===== src/rtl/alu_pkg.sv =====
// Shared ALU definitions: op encodings and flag bit positions.
// Used by the ALU and by every stage downstream of it.
package alu_pkg;

    localparam logic [1:0] OP_ADD = 2'b00;
    localparam logic [1:0] OP_SUB = 2'b01;
    localparam logic [1:0] OP_AND = 2'b10;
    localparam logic [1:0] OP_OR  = 2'b11;

    localparam int FLG_O = 2;
    localparam int FLG_N = 1;
    localparam int FLG_Z = 0;

    // Overflow is only meaningful for add/sub; logic ops may leave O as junk.
    function automatic logic is_arith(input logic [1:0] op);
        return (op == OP_ADD) || (op == OP_SUB);
    endfunction

endpackage


===== src/rtl/alu_rq_fifo.sv =====
// Generic DEPTH-deep synchronous FIFO with a combinational head read.
// The caller qualifies push/pop against full/empty.
module alu_rq_fifo #(
    parameter int DW    = 37,
    parameter int DEPTH = 4
) (
    input  logic                     clk,
    input  logic                     rst_n,
    input  logic                     push,
    input  logic                     pop,
    input  logic [DW-1:0]            wr_data,
    output logic [DW-1:0]            rd_data,
    output logic                     full,
    output logic                     empty,
    output logic [$clog2(DEPTH):0]   level
);

    localparam int AW = $clog2(DEPTH);
    localparam int LW = AW + 1;
    localparam logic [LW-1:0] FULL_LEVEL = LW'(DEPTH);

    logic [DW-1:0] storage [DEPTH];
    logic [AW-1:0] wr_ptr_reg, wr_ptr_next;
    logic [AW-1:0] rd_ptr_reg, rd_ptr_next;
    logic [LW-1:0] level_reg, level_next;

    always_comb begin
        wr_ptr_next = push ? wr_ptr_reg + AW'(1) : wr_ptr_reg;
        rd_ptr_next = pop  ? rd_ptr_reg + AW'(1) : rd_ptr_reg;
        level_next  = level_reg;
        case ({push, pop})
            2'b10:   level_next = level_reg + LW'(1);
            2'b01:   level_next = level_reg - LW'(1);
            default: level_next = level_reg;
        endcase
    end

    always_ff @(posedge clk) begin
        if (!rst_n) begin
            wr_ptr_reg <= '0;
            rd_ptr_reg <= '0;
            level_reg  <= '0;
        end else begin
            wr_ptr_reg <= wr_ptr_next;
            rd_ptr_reg <= rd_ptr_next;
            level_reg  <= level_next;
        end
    end

    // Storage carries no reset; stale entries are invisible once pointers clear.
    always_ff @(posedge clk) begin
        if (rst_n && push) begin
            storage[wr_ptr_reg] <= wr_data;
        end
    end

    assign rd_data = storage[rd_ptr_reg];
    assign full    = (level_reg == FULL_LEVEL);
    assign empty   = (level_reg == '0);
    assign level   = level_reg;

endmodule


===== src/rtl/alu_result_queue.sv =====
// Registered output stage behind the combinational ALU: queues {op, flags, result},
// hands them to writeback over valid/ready, tracks sticky overflow and accepted ops.
module alu_result_queue
    import alu_pkg::*;
#(
    parameter int W     = 32,
    parameter int DEPTH = 4,
    parameter int CW    = 16
) (
    input  logic                   CLK,
    input  logic                   RST_N,
    input  logic                   IN_VALID,
    output logic                   IN_READY,
    input  logic [1:0]             CTRL,
    input  logic [W-1:0]           R,
    input  logic                   O,
    input  logic                   N,
    input  logic                   Z,
    output logic                   OUT_VALID,
    input  logic                   OUT_READY,
    output logic [W-1:0]           OUT_R,
    output logic [2:0]             OUT_FLAGS,
    output logic [1:0]             OUT_CTRL,
    output logic                   STICKY_O,
    input  logic                   CLR_STICKY,
    output logic [CW-1:0]          ACC_CNT,
    output logic [$clog2(DEPTH):0] LEVEL
);

    localparam int EW = W + 5;

    logic [2:0]    in_flags;
    logic [EW-1:0] wr_entry, rd_entry, head;
    logic          full, empty, push, pop;
    logic          set_sticky;
    logic          sticky_reg, sticky_next;
    logic [CW-1:0] cnt_reg, cnt_next;

    always_comb begin
        in_flags        = '0;
        in_flags[FLG_O] = O;
        in_flags[FLG_N] = N;
        in_flags[FLG_Z] = Z;
    end

    assign wr_entry  = {CTRL, in_flags, R};
    assign IN_READY  = ~full;
    assign OUT_VALID = ~empty;
    assign push      = IN_VALID & ~full;
    assign pop       = ~empty & OUT_READY;

    alu_rq_fifo #(
        .DW    (EW),
        .DEPTH (DEPTH)
    ) u_fifo (
        .clk     (CLK),
        .rst_n   (RST_N),
        .push    (push),
        .pop     (pop),
        .wr_data (wr_entry),
        .rd_data (rd_entry),
        .full    (full),
        .empty   (empty),
        .level   (LEVEL)
    );

    // Empty queue presents zeros rather than whatever the head slot last held.
    assign head      = empty ? '0 : rd_entry;
    assign OUT_R     = head[W-1:0];
    assign OUT_FLAGS = head[W+2:W];
    assign OUT_CTRL  = head[W+4:W+3];

    // A set in the same cycle as a clear must win.
    assign set_sticky  = push & O & is_arith(CTRL);
    assign sticky_next = set_sticky ? 1'b1 : (CLR_STICKY ? 1'b0 : sticky_reg);
    assign cnt_next    = push ? cnt_reg + CW'(1) : cnt_reg;

    always_ff @(posedge CLK) begin
        if (!RST_N) begin
            sticky_reg <= 1'b0;
            cnt_reg    <= '0;
        end else begin
            sticky_reg <= sticky_next;
            cnt_reg    <= cnt_next;
        end
    end

    assign STICKY_O = sticky_reg;
    assign ACC_CNT  = cnt_reg;

endmodule

===== config.mk =====
export PLATFORM = sky130hd
export DESIGN_NAME = alu_result_queue
export DESIGN_NICKNAME = d
export VERILOG_FILES = /design/src/rtl/alu_pkg.sv /design/src/rtl/alu_rq_fifo.sv /design/src/rtl/alu_result_queue.sv
export SDC_FILE = /design/constraint.sdc
export NUM_CORES = 1
export LEC_CHECK = 0
export CORE_UTILIZATION = 50
export CTS_CLUSTER_DIAMETER = 40
export DETAILED_ROUTE_END_ITERATION = 8
export PLACE_DENSITY_LB_ADDON = 0.08
export SETUP_SLACK_MARGIN = 0.3
export SKIP_LAST_GASP = 1
export SLEW_MARGIN = 5
export SYNTH_ARGS = -nofsm -noshare
export SYNTH_HDL_FRONTEND = slang
export SYNTH_SLANG_ARGS = --single-unit

===== constraint.sdc =====
create_clock -name CLK -period 7.06 [get_ports CLK]
set_input_delay 1.412 -clock CLK [delete_from_list [all_inputs] [get_ports CLK]]
set_output_delay 1.412 -clock CLK [all_outputs]
set_load 0.01 [all_outputs]

==> impl_metrics.toml, run 1 <==
[yosys]
synth-edff-count = 148
async_flop_share = 0
synthTopCellsByArea = "edfxtp_1, mux4_2, dfxtp_1"
synth_fp_nets = 423
yosysSeqAreaShare = 0.731
synth_top_cell_area_share = 0.654
syn_inst = 374
syn_avg_cell_area_um2 = 18.2
synthMostInstantiatedCell = "edfxtp_1"
syn_area_um2 = 6800
yosys-top-cells-count = "edfxtp_1, and2_1, mux4_2"
synthFlopType = "edfxtp_1"
synth-seq-cells = 174
ys_warn_count = 0
synth_cell_types = 33
synth_top_cell_by_area = "edfxtp_1"

[power]
pwr-share-comb = 0.273
power_switching_uw = 807
powerDensity_nw_per_um2 = 346
p_leak_nw = 2.73
seq_power_share = 0.436
p_int_mw = 2.14
p_sw_frac = 0.274
vdd_drop_max_uv = 149
total_power_mw = 2.94
power_frac_clock = 0.291

[sta]
fin_crit_ns = 3.96
min_period_over_period = 0.561
tightest_slew_ns = 1.04
slew_headroom = 0.308
timing.fmax_ghz = 0.252
finalSetupViolCount = 0
rsz0062_at_grt = "false"
hold_viol = 0
tns_ns = 0
finClkSkew_ns = 0.0119
slew_viol_final = 0

[cts]
clk_pin_slew_worst_paths_ns = 0.06
cts_buffer_depth = 2
cts_setup_buffers = 0
htree_levels = 4
hold_buffers = 0
clock-sinks = 174
cts_buffers = 17
worstSkewPairLatency_ns = 0.42
cts_tree = "built"
cts_root_buf = "clkbuf_16"
cts_resized = 0

[job]
timing.max_cap.violations = 0

[route]
drc = 0
firstDrtPassIters = 4
wl_um = 12100
wl_per_cell_um = 18.1
antenna_left = 0
vias_per_cell = 5.33
drt_first_iter_violations = 211
vias = 3555

[die]
dieWidth_um = 119
fp.coreArea_um2 = 13200
io_pins = 101
initial_core_util = 0.513
row_count = 42
die_h_um = 119
die_area_um2 = 14100

[finish]
drive_above_1_share = 0.165
area_delta_synth_final_pct = 25.3
diodes = 0
final.fill_count = 989
nets = 527
largest_reg_flops = 148

[grt]
grt_pass1_wl_um = 19300
grt_pass1_vias = 3664
grt.total_usage = 0.187
antenna_found_initial = 0
grt.overflow.total = 0
grt_max_degree = 41

[place]
port_buffers = 100
gp_congestion = 0.731
post-dp-hpwl_um = 6890

[critical_path]
worstPathRequired_ns = 5.65
worstSetupStartpointType = "flip-flop"
crit_path_max_fanout = 37
arrival_ns = 2.55
path_class = "flip-flop to primary output"
end_kind = "primary output"

[min_path]
min_path_type = "flip-flop to flip-flop"

[status]
status = "finished, final reports clean"
==> critical path: stages, from the launching register on <==
cell and delay, ns:
dfxtp_4 0.85, mux4_2 0.61, and2_1 0.19, clkdlybuf4s50_1 0.47
==> cell families after synthesis <==
kind of cell | share of synthesized area
AOI/OAI and AO/OA | 0.0133
xor gates and xnor gates | 0.0168
adders and majority gates | 0.0140
buffers and inverters | 0.0157
DFF | 0.731
muxes | 0.126
and+or+nand+nor | 0.0841
==> layout by cell type, fill, tap and decap left out, types with 3 or more instances in the layout <==
master and count:
mux4_2 37, inv_1 8, or4_1 4, nand4_1 3
inv_6 3, and2_1 39, nand2_1 12, xnor2_1 6
nand3_1 6, and3_2 5, dfxtp_1 24, clkdlybuf4s50_1 100
clkinv_4 7, nor4_1 3, nand2b_1 3, clkbuf_16 17
edfxtp_1 148, o31ai_1 4, a21oi_1 10, ha_1 6
xor2_1 7, nor2_1 15
==> layout make-up <==
| class | count | area (um2) | share of cell area |
|---|---|---|---|
| Timing Repair Buffer | 101 | 1010 | 0.118 |
| Inverter | 9 | 33.8 | 0.00397 |
| Clock inverter | 14 | 113 | 0.0132 |
| Sequential cell | 174 | 4970 | 0.584 |
| Clock buffer | 18 | 439 | 0.0516 |
| Multi-Input combinational cell | 175 | 1730 | 0.203 |
| Tap cell | 176 | 220 | 0.0259 |
==> metal layers <==
layer | share of wire | wire (um) | GRT usage
met1 | 0.45 | 5410 | 0.237
met2 | 0.50 | 6000 | 0.308
met5 | 0 | 0 | 0
met3 | 0.044 | 527 | 0.0420
met4 | 0.013 | 153 | 0.0870
==> worst paths after layout <==
check / slack (ns) / end / start / cells past startpoint
setup / recovery: 3.10 / OUT_R[29] / flip-flop / 3
setup reg to reg: 4.49 / u_fifo.level[2]$_SDFFE_PN0P_ / u_fifo.level[2]$_SDFFE_PN0P_ / 10
hold reg to reg: 0.47 / ACC_CNT[15]$_SDFFE_PN0P_ / ACC_CNT[15]$_SDFFE_PN0P_ / 2
hold / removal: 0.47 / ACC_CNT[15]$_SDFFE_PN0P_ / ACC_CNT[15]$_SDFFE_PN0P_ / 2
==> metrics by stage <==
step / utilization / area, um2 / hold WS, ns / setup slack (ns) / std cells
finish: 0.643 / 8510 / 0.470 / 3.10 / 667
global route: 0.643 / 8510 / 0.510 / 2.92 / 667
CTS: 0.643 / 8510 / 0.474 / 3.02 / 667
detailed placement: 0.601 / 7960 / 0.459 / 3.41 / 635
global placement: 0.601 / 7960 / 0.455 / 3.42 / 635
floorplan: - / 6800 / 0.469 / 3.88 / 374
==> power by group through the flow <==
stage	clock network [mW]	logic [mW]	registers, mW
global placement	0	0.808	1.31
global route	0.917	0.865	1.30
finish	0.856	0.804	1.28
detailed placement	0	0.815	1.31
CTS	0.876	0.819	1.29
floorplan	0	0.488	1.23
Power figures use the tool's default switching activity.
==> run 2, diff against run 1 <==
--- a/config.mk
+++ b/config.mk
@@ -5,7 +5,7 @@
 export SDC_FILE = /design/constraint.sdc
 export NUM_CORES = 1
 export LEC_CHECK = 0
-export CORE_UTILIZATION = 50
+export CORE_UTILIZATION = 49
 export CTS_CLUSTER_DIAMETER = 40
 export DETAILED_ROUTE_END_ITERATION = 8
 export PLACE_DENSITY_LB_ADDON = 0.08
==> constraint.sdc (replaced) <==
create_clock -name CLK -period 3.5 [get_ports CLK]
set_input_delay 0.7 -clock CLK [delete_from_list [all_inputs] [get_ports CLK]]
set_output_delay 0.7 -clock CLK [all_outputs]
set_load 0.01 [all_outputs]
==> run 2 against run 1 <==
Against the previous run:
- largest power group unchanged
- sequential power increased by 95%
- critical path type unchanged
- cell count rose by 1.2%
- total power grew 110%
- critical endpoint is now OUT_R[5]
- sequential share of layout area down 0.90 points
==> impl_metrics.toml, run 2 (synthesis gave the netlist of run 1 again) <==
[status]
status = "finished, final reports clean"

[critical_path]
arrival_ns = 2.35
ff2ff_setup_slack_ns = 0.95
worstSetupStartpointType = "flip-flop"
end_kind = "primary output"
r2r-start = "u_fifo.level[2]$_SDFFE_PN0P_"
ff2ff_path_depth = 10
path_class = "flip-flop to primary output"
crit_path_max_fanout = 15
worstPathRequired_ns = 2.80
rr_endpoint = "u_fifo.level[2]$_SDFFE_PN0P_"

[route]
drc = 0
wl_um = 12300
vias_per_cell = 5.30
wl_per_cell_um = 18.2
antenna_left = 0
drt_first_iter_violations = 228
firstDrtPassIters = 4
vias = 3579

[finish]
largest_reg_flops = 148
nets = 535
final.fill_count = 985
area_delta_synth_final_pct = 27.3
drive_above_1_share = 0.166
final_common_cell = "edfxtp_1"
diodes = 0
layout_common_cells = "edfxtp_1, clkdlybuf4s50_1, and2_1"

[sta]
finClkSkew_ns = 0.00725
setup_ws_ns = 0.453
hold_viol = 0
timing.fmax_ghz = 0.328
rsz0062_at_grt = "false"
finalSetupViolCount = 0
slew_viol_final = 0
fin_crit_ns = 3.05
tns_ns = 0
tightest_slew_ns = 0.742
slew_headroom = 0.505
min_period_over_period = 0.870

[grt]
grt.overflow.total = 0
grt_max_degree = 41
grt.total_usage = 0.187
grt_pass1_vias = 3636
antenna_found_initial = 0
grt_pass1_wl_um = 19300

[cts]
cts_setup_buffers = 0
hold_buffers = 0
clk_pin_slew_worst_paths_ns = 0.06
cts_buffer_depth = 2
clock-sinks = 174
worstSkewPairLatency_ns = 0.43
cts_resized = 1
htree_levels = 4
cts_tree = "built"
cts_root_buf = "clkbuf_16"
cts_buffers = 17

[min_path]
whs_endpoint = "ACC_CNT[15]$_SDFFE_PN0P_"
min_path_cells = 2
min_path_type = "flip-flop to flip-flop"
hp-start = "ACC_CNT[15]$_SDFFE_PN0P_"

[job]
timing.max_cap.violations = 0

[place]
dpl_worst_slack_ns = 0.630
gp_congestion = 0.699
post-dp-hpwl_um = 7450
port_buffers = 100

[die]
initial_core_util = 0.507
die_area_um2 = 14300
io_pins = 101
fp.coreArea_um2 = 13400
row_count = 42
die_h_um = 120
dieWidth_um = 120

[power]
p_leak_nw = 2.80
powerDensity_nw_per_um2 = 704
vdd_drop_max_uv = 385
## run 2: changes by cell type in the layout (fill, tap and decap cells not counted), sizes merged
cell	change
buf	+8
clkinvlp	-1
inv	-3
bufinv	+2
clkinv	-5
clkbuf	+7
## run 2: how the worst max path moves through the flow
stage / endpoint / slack [ns] / cells past startpoint
after floorplan: u_fifo.level[2]$_SDFFE_PN0P_ / 1.03 / 11
after global placement: u_fifo.level[2]$_SDFFE_PN0P_ / 0.68 / 9
after detailed placement: u_fifo.level[2]$_SDFFE_PN0P_ / 0.63 / 9
after CTS: OUT_R[3] / 0.40 / 4
after global routing: OUT_R[5] / 0.33 / 4
final: OUT_R[5] / 0.45 / 4
## run 2: power breakdown
part / switching [mW] / internal [mW]
combinational: 0.757 / 1.04
clock: 0.710 / 1.08
sequential: 0.109 / 2.39
total: 1.58 / 4.51
## run 2: routing by layer
layer,routed length [um],GRT usage,share of wire,vias up
met4,223,0.0773,0.018,0
met3,545,0.0480,0.044,19
met1,5120,0.232,0.42,1800
met2,6390,0.313,0.52,86
li1,-,-,-,1674
met5,0,0,0,-
## run 2: layout make-up
| class | instances | area, um2 | area share |
|---|---|---|---|
| repair buffers | 109 | 1130 | 0.131 |
| multi-input cells | 175 | 1730 | 0.200 |
| inverters | 9 | 33.8 | 0.00391 |
| well taps | 176 | 220 | 0.0255 |
| clock inverters | 7 | 87.6 | 0.0101 |
| clock buffers | 25 | 475 | 0.0550 |
| flip-flops and latches | 174 | 4970 | 0.575 |
## run 2: per-stage QoR
| stage | util | hold WS, ns | instance area [um2] | std cells | power (mW) |
|---|---|---|---|---|---|
| final | 0.645 | 0.471 | 8650 | 675 | 6.09 |
| after global routing | 0.645 | 0.498 | 8650 | 675 | 6.37 |
| after CTS | 0.645 | 0.477 | 8650 | 675 | 6.17 |
| after detailed placement | 0.603 | 0.465 | 8080 | 643 | 4.37 |
| after global placement | 0.603 | 0.458 | 8080 | 643 | 4.35 |
| after floorplan | - | 0.469 | 6800 | 374 | 3.47 |
## run 2: worst max-delay path, cell delays in order (launching register included)
cell and delay (ns):
dfxtp_4 0.53, buf_12 0.22, mux4_2 0.50, and2_1 0.19, clkdlybuf4s50_1 0.48
==> run 3, diff against run 2 <==
--- a/config.mk
+++ b/config.mk
@@ -5,7 +5,10 @@
 export SDC_FILE = /design/constraint.sdc
 export NUM_CORES = 1
 export LEC_CHECK = 0
-export CORE_UTILIZATION = 49
+export CAP_MARGIN = 30
+export CELL_PAD_IN_SITES_DETAIL_PLACEMENT = 0
+export CELL_PAD_IN_SITES_GLOBAL_PLACEMENT = 1
+export CORE_UTILIZATION = 41
 export CTS_CLUSTER_DIAMETER = 40
 export DETAILED_ROUTE_END_ITERATION = 8
 export PLACE_DENSITY_LB_ADDON = 0.08
==> run 3 against run 2 <==
Against the previous run:
- worst hold slack improved by 0.0040 ns
- design area rose by 0.16%
- sequential power shrank 2%
- die area is 19% higher
- critical path type unchanged
- critical endpoint is now OUT_CTRL[1]
- largest cell class unchanged
- largest power group unchanged
==> impl_metrics.toml, run 3 (synthesis gave the netlist of run 1 again) <==
[die]
dieWidth_um = 131
die_h_um = 131
io_pins = 101
fp.coreArea_um2 = 16100
die_area_um2 = 17100
row_count = 46
initial_core_util = 0.423

[sta]
slew_headroom = 0.503
worst_hold_slack_ns = 0.475
hold_viol = 0
min_period_over_period = 0.846
slew_viol_final = 0
rsz0062_at_grt = "false"
timing.fmax_ghz = 0.338
finalSetupViolCount = 0
finClkSkew_ns = 0.00671
setup_ws_ns = 0.537
tns_ns = 0
fin_crit_ns = 2.96
tightest_slew_ns = 0.745

[finish]
postLayoutCoreUtil = 0.539
nets = 539
area_delta_synth_final_pct = 27.5
final_common_cell = "edfxtp_1"
layout_common_cells = "edfxtp_1, clkdlybuf4s50_1, and2_1"
fin_area_um2 = 8660
finish.cell_count_without_fillers = 719
drive_above_1_share = 0.183
final.fill_count = 1327
diodes = 0
largest_reg_flops = 148

[place]
dpl_worst_slack_ns = 0.601
placed_area_um2 = 8090
dp.cells = 684
port_buffers = 100
gp_congestion = 0.694
post-dp-hpwl_um = 7610

[cts]
htree_levels = 4
cts_root_buf = "clkbuf_16"
cts_buffers = 17
cts_buffer_depth = 2
clock-sinks = 174
cts_tree = "built"
clk_pin_slew_worst_paths_ns = 0.07
worstSkewPairLatency_ns = 0.41

[grt]
grt_max_degree = 41
grt.overflow.total = 0
grt_pass1_vias = 3566
grt.total_usage = 0.158
met2_usage = 0.263
grt_util_met3 = 0.0428
grt_pass1_wl_um = 19200
antenna_found_initial = 0
met1_usage = 0.199
grt_most_used_layer = "met2"

[status]
status = "finished, final reports clean"

[critical_path]
rr_endpoint = "u_fifo.level[2]$_SDFFE_PN0P_"
arrival_ns = 2.26
crit_path_max_fanout = 37
end_kind = "primary output"
crit_family = "buffers and inverters"
ff2ff_path_depth = 10
critPathSlowestCell = "clkdlybuf4s50_1"
worstPathRequired_ns = 2.80
slowest_delay_ns = 0.48
ff2ff_setup_slack_ns = 0.86
worstSetupStartpointType = "flip-flop"
path_class = "flip-flop to primary output"
r2r-start = "u_fifo.level[0]$_SDFFE_PN0P_"
crit_path_cell_trace = "buf_4 -> mux4_2 -> and2_1 -> clkdlybuf4s50_1"
cp_num_buf_inv = 2

[power]
power_switching_mw = 1.64
pwr-share-comb = 0.305
power_frac_clock = 0.285
p_leak_nw = 2.78
vdd_drop_max_uv = 539
p_int_mw = 4.34
p_sw_frac = 0.274
total_power_mw = 5.98
seq_power_share = 0.411
powerDensity_nw_per_um2 = 690

[route]
antenna_left = 0
drt_first_iter_violations = 172
wl_um = 12500
wl_per_cell_um = 17.4
drc = 0
firstDrtPassIters = 6
vias_per_cell = 4.93
vias = 3546

[min_path]
hp-start = "STICKY_O$_SDFFE_PN0P_"
min_path_cells = 2
min_path_type = "flip-flop to flip-flop"
whs_endpoint = "STICKY_O$_SDFFE_PN0P_"

[job]
timing.max_cap.violations = 0
==> run 3: power groups by stage <==
stage	Clock (mW)	Sequential [mW]	Combinational (mW)
CTS	1.75	2.49	1.81
detailed placement	0	2.53	1.81
finish	1.70	2.46	1.82
global placement	0	2.53	1.81
global route	1.83	2.47	1.99
floorplan	0	2.48	0.984
==> run 3: tightest hold or removal path: cells and delay by family (launching register included) <==
family / cells / cell delay (ns)
flops: 1 / 0.31
compound gates: 1 / 0.06
simple gates: 1 / 0.06
==> run 3: layout make-up <==
| cell class | count | area (um2) | share of cell area |
|---|---|---|---|
| Sequential cell | 174 | 4970 | 0.574 |
| Multi-Input combinational cell | 175 | 1730 | 0.200 |
| Timing Repair Buffer | 113 | 1120 | 0.129 |
| Clock buffer | 17 | 425 | 0.0491 |
| Tap cell | 216 | 270 | 0.0312 |
| Clock inverter | 15 | 114 | 0.0131 |
| Inverter | 9 | 33.8 | 0.00390 |
==> run 3: repair_timing <==
item                                    CTS  global route
hold buffers                              0             0
gates resized for setup                   0             1
endpoints found under the setup margin    0            24
buffers inserted                          0             3
==> run 3: how the worst max path moves through the flow <==
stage	start	endpoint	slack (ns)	cells past startpoint
3_5_place_dp	IN_VALID	u_fifo.level[2]$_SDFFE_PN0P_	0.60	9
5_1_grt	flip-flop	OUT_CTRL[1]	0.41	4
3_3_place_gp	IN_VALID	u_fifo.level[2]$_SDFFE_PN0P_	0.68	9
2_1_floorplan	u_fifo.level[2]$_SDFFE_PN0P_	u_fifo.level[2]$_SDFFE_PN0P_	1.03	11
6_report	flip-flop	OUT_CTRL[1]	0.54	4
4_1_cts	flip-flop	OUT_R[4]	0.31	4
==> run 3: routing by layer <==
metal  share of wire  vias to the layer above
li1                -                     1680
met1            0.45                     1784
met2            0.50                       73
met3           0.042                        9
met4           0.010                        0
met5               0                        -
==> RTL change 1, RTL diff (settings of run 2) <==
Make the reset (`RST_N` and `rst_n`) asynchronous in 2 clocked blocks.
--- a/src/rtl/alu_rq_fifo.sv
+++ b/src/rtl/alu_rq_fifo.sv
@@ -37,3 +37,3 @@
 
-    always_ff @(posedge clk) begin
+    always_ff @(posedge clk or negedge rst_n) begin
         if (!rst_n) begin
--- a/src/rtl/alu_result_queue.sv
+++ b/src/rtl/alu_result_queue.sv
@@ -77,3 +77,3 @@
 
-    always_ff @(posedge CLK) begin
+    always_ff @(posedge CLK or negedge RST_N) begin
         if (!RST_N) begin
Check against the original RTL: differs if RST_N is asserted again (counterexample within 4 cycles, from zero or initial values and one cycle with RST_N low); with RST_N held inactive, the same outputs for 10 cycles.
==> RTL change 1 against run 2 <==
  * Combinational power is 33% higher
  * Clock skew fell by 0.0026 ns
  * Worst setup slack improved by 0.039 ns
  * Global-route usage shrank 0.39 points
  * Wire length is 1.3% lower
  * Non-clock buffer count grew 3
  * Fmax grew 1.3%
  * Final area is 0.33% higher
  * Power is 14% higher
  * Synthesized cell count down 8.6%
  * Area after synthesis down 0.28%
  * First-iteration DRC count decreased by 10%
  * Via count down 5.0%
  * Sequential cell count fell by 2
  * Critical endpoint is now OUT_R[0]
  * Largest cell class unchanged
==> RTL change 1: results (changes against run 2) <==
[outcome]
status = finished, final reports clean  ; unchanged

[synth]
muxShareOfSynthArea = 0.124  ; was 0.126
synth_seq_cells = 172  ; was 174
yosys.cell_types.count = 29  ; was 33
yosysSeqAreaShare = 0.744  ; was 0.731
synth_xor_area_frac = 0.0271  ; was 0.0168
synth_adder_area_share = 0.0140  ; about the same

[pwr]
power_frac_clock = 0.270  ; was 0.295
p_switching_mw = 1.85  ; was 1.58 mW
p_leak_nw = 2.97  ; was 2.80 nW

[layout]
nonClkBufAreaFrac = 0.135  ; was 0.131
nClkBuffers = 24  ; was 25
clkCellAreaFrac = 0.0686  ; was 0.0651

[placed_design]
dpl.hpwl_mm = 7.43  ; was 7.45 mm
place_inst = 613  ; was 643

[global_routing]
grt_pass1_wl_mm = 19.1  ; was 19.3 mm
use_met1 = 0.251  ; was 0.232

[drt]
dr_wl_met3_um = 739  ; was 545 um
wl_met1_mm = 5.44  ; was 5.12 mm
drt-vias-per-instance = 5.25  ; was 5.30

[timing]
fin_skew_ns = 0.00463  ; was 0.00725 ns

[critical_path]
r2r_start = u_fifo.level[1]  ; was u_fifo.level[2]
crit_slowest_cell = dfrtp_2  ; was dfxtp_4

[hold_path]
hp-start = ACC_CNT[15]  ; unchanged
min_to = ACC_CNT[15]  ; unchanged

[clock_tree]
insertion_delay_ns = 0.41  ; was 0.43 ns

## RTL change 1: changes by cell type in the layout (fill, tap and decap cells not counted), sizes merged, moves of 3 or more
cell / delta
buf: +3
nor2: -11
or4: -4
o31ai: -4
dfrtp: +24
nand2b: -3
xnor2: +11
a21oi: -10
xor2: -3
nand4: +3
dfxtp: -26
## RTL change 1: metrics by stage
step	hold WS (ns)	instance area (um^2)
floorplan	0.404	6780
global placement	0.468	8060
CTS	0.480	8660
global route	0.495	8680
detailed placement	0.464	8060
finish	0.477	8680
## RTL change 1: worst max-delay path by stage
stage,from,end,cells after the start
after floorplan,u_fifo.level[2],u_fifo.storage[1][0],6
after global placement,u_fifo.rd_ptr_reg[0],OUT_R[0],4
after detailed placement,u_fifo.rd_ptr_reg[0],OUT_R[27],4
after CTS,u_fifo.rd_ptr_reg[0],OUT_R[27],4
after global routing,u_fifo.rd_ptr_reg[1],OUT_R[17],4
final,u_fifo.rd_ptr_reg[1],OUT_R[0],4
==> RTL change 2, RTL diff (flow settings as in run 2) <==
Made on the original files. `CW`: 16 -> 17.
--- a/src/rtl/alu_result_queue.sv
+++ b/src/rtl/alu_result_queue.sv
@@ -7,3 +7,3 @@
     parameter int DEPTH = 4,
-    parameter int CW    = 16
+    parameter int CW    = 17
 ) (
Ports: changed (resized ACC_CNT); port bits go from 101 to 102. The function was not compared with the original's and may differ.
==> RTL change 2 against run 2 <==
  * Power up 2.6%
  * First-iteration DRC count increased by 4.4%
  * Sequential cell count grew 1
  * Wire length increased by 2.0%
  * Worst setup slack improved by 0.021 ns
  * Clock power is 9% higher
  * Sequential share of layout area decreased by 0.73 points
  * Area after synthesis is 1.0% higher
  * Final area rose by 1.6%
  * Register-to-register slack worse by 0.22 ns
  * Highest routed layer unchanged
==> RTL change 2: results (changes against run 2) <==
[global_routing]
grt.total_usage = 0.187  ; about the same
grt_pass1_wl_mm = 19.8  ; was 19.3 mm
grt_max_degree = 38  ; was 41
grt_pass1_vias = 3787  ; was 3636

[placed_design]
place_congestion = 0.760  ; was 0.699
placed_area_mm2 = 0.00817  ; was 0.00808 mm^2
dpl.hpwl_mm = 7.54  ; was 7.45 mm
dpl_worst_slack_ns = 0.662  ; was 0.630 ns

[timing]
fin_skew_ns = 0.00684  ; was 0.00725 ns
tightest_slew_ns = 0.757  ; was 0.742 ns

[outcome]
status = finished, final reports clean  ; unchanged

[hold_path]
min_to = STICKY_O  ; was ACC_CNT[15]
hp-start = STICKY_O  ; was ACC_CNT[15]

[critical_path]
critical_path.max_fanout = 21  ; was 15
reg2reg_slack_ns = 0.73  ; was 0.95 ns
critPathArrivalTime_ns = 2.33  ; was 2.35 ns

[synth]
netlist_top_cells_count = edfxtp_1 (148), and2_1 (39), mux4_2 (37)  ; unchanged
yosys-top-cells-area = edfxtp_1 (65%), mux4_2 (12%), dfxtp_1 (7.9%)  ; was edfxtp_1 (65%), mux4_2 (12%), dfxtp_1 (7.7%)
syn-num-nets = 431  ; was 423
yosysSeqAreaShare = 0.726  ; was 0.731
yosys.cell_types.count = 38  ; was 33

[drt]
wirelength_mm = 12.5  ; was 12.3 mm

[layout]
nets = 546  ; was 535
layout-drive-gt1-share = 0.176  ; was 0.166

[pwr]
p_leak_nw = 2.86  ; was 2.80 nW

==> RTL change 2: cell count changes in the layout (fill, tap and decap cells not counted), sizes merged, moves of 2 or more <==
cell             run 2  this run
nor2                15        17
xor2                 7         5
xnor2                6         9
inv                  9        11
clkbuf              25        20
bufinv               2         4
clkinvlp             1         3
or4                  4         1
o31ai                4         1
==> RTL change 2: final cells by class <==
class                      count  area (um^2)  share of cell area
sequential                   175         4990               0.567
multi-input combinational    181         1780               0.203
timing repair buffer         111         1140               0.129
clock buffer                  20          457              0.0520
tap                          176          220              0.0251
clock inverter                12          165              0.0188
inverter                      11         41.3             0.00470
==> RTL change 2: kinds of logic (layout without fill, tap and decap cells) <==
logic type      Yosys count  after routing  synth area share
flops                   175            175             0.726
mux                      38             38             0.123
fa+ha+maj                 7              7            0.0139
buf+inv                  26            154            0.0151
compound gates           18             18            0.0149
xor+xnor                 14             14            0.0179
simple gates            104            104            0.0893
==> RTL change 2: metal layers <==
metal | vias to the layer above | GRT usage | wire length (um)
met5 | - | 0 | 0
met4 | 0 | 0.0810 | 195
met3 | 16 | 0.0406 | 580
met2 | 105 | 0.301 | 6150
met1 | 1901 | 0.247 | 5590
li1 | 1704 | - | -
==> RTL change 2: worst max path at each step <==
stage                     cells past startpoint            start  slack, ns               to
after floorplan                              11  u_fifo.level[2]       0.95  u_fifo.level[2]
after global placement                        9         IN_VALID       0.73  u_fifo.level[2]
after detailed placement                      9         IN_VALID       0.66  u_fifo.level[2]
after CTS                                     4         register       0.41         OUT_R[1]
after global routing                          4         register       0.34        OUT_R[24]
final                                         4         register       0.47        OUT_R[24]
==> RTL change 2: power by group <==
part / leakage [nW] / internal, mW / switching, mW
clock network: 0.302 / 1.22 / 0.729
logic: 0.998 / 1.02 / 0.800
registers: 1.56 / 2.40 / 0.0666
total: 2.86 / 4.65 / 1.60
==> RTL change 2: per-stage QoR <==
| stage | power, mW | hold slack [ns] | instances | utilization |
|---|---|---|---|---|
| after detailed placement | 4.37 | 0.465 | 654 | 0.607 |
| after floorplan | 3.48 | 0.469 | 382 | - |
| after CTS | 6.32 | 0.478 | 686 | 0.653 |
| after global routing | 6.53 | 0.497 | 686 | 0.653 |
| final | 6.24 | 0.481 | 686 | 0.653 |
| after global placement | 4.36 | 0.455 | 654 | 0.607 |
==> RTL change 2: critical path, stage by stage, from the launching register on <==
cell and delay [ns]:
dfxtp_2 0.32, buf_4 0.37, mux4_2 0.56, and2_1 0.18
clkdlybuf4s50_1 0.47
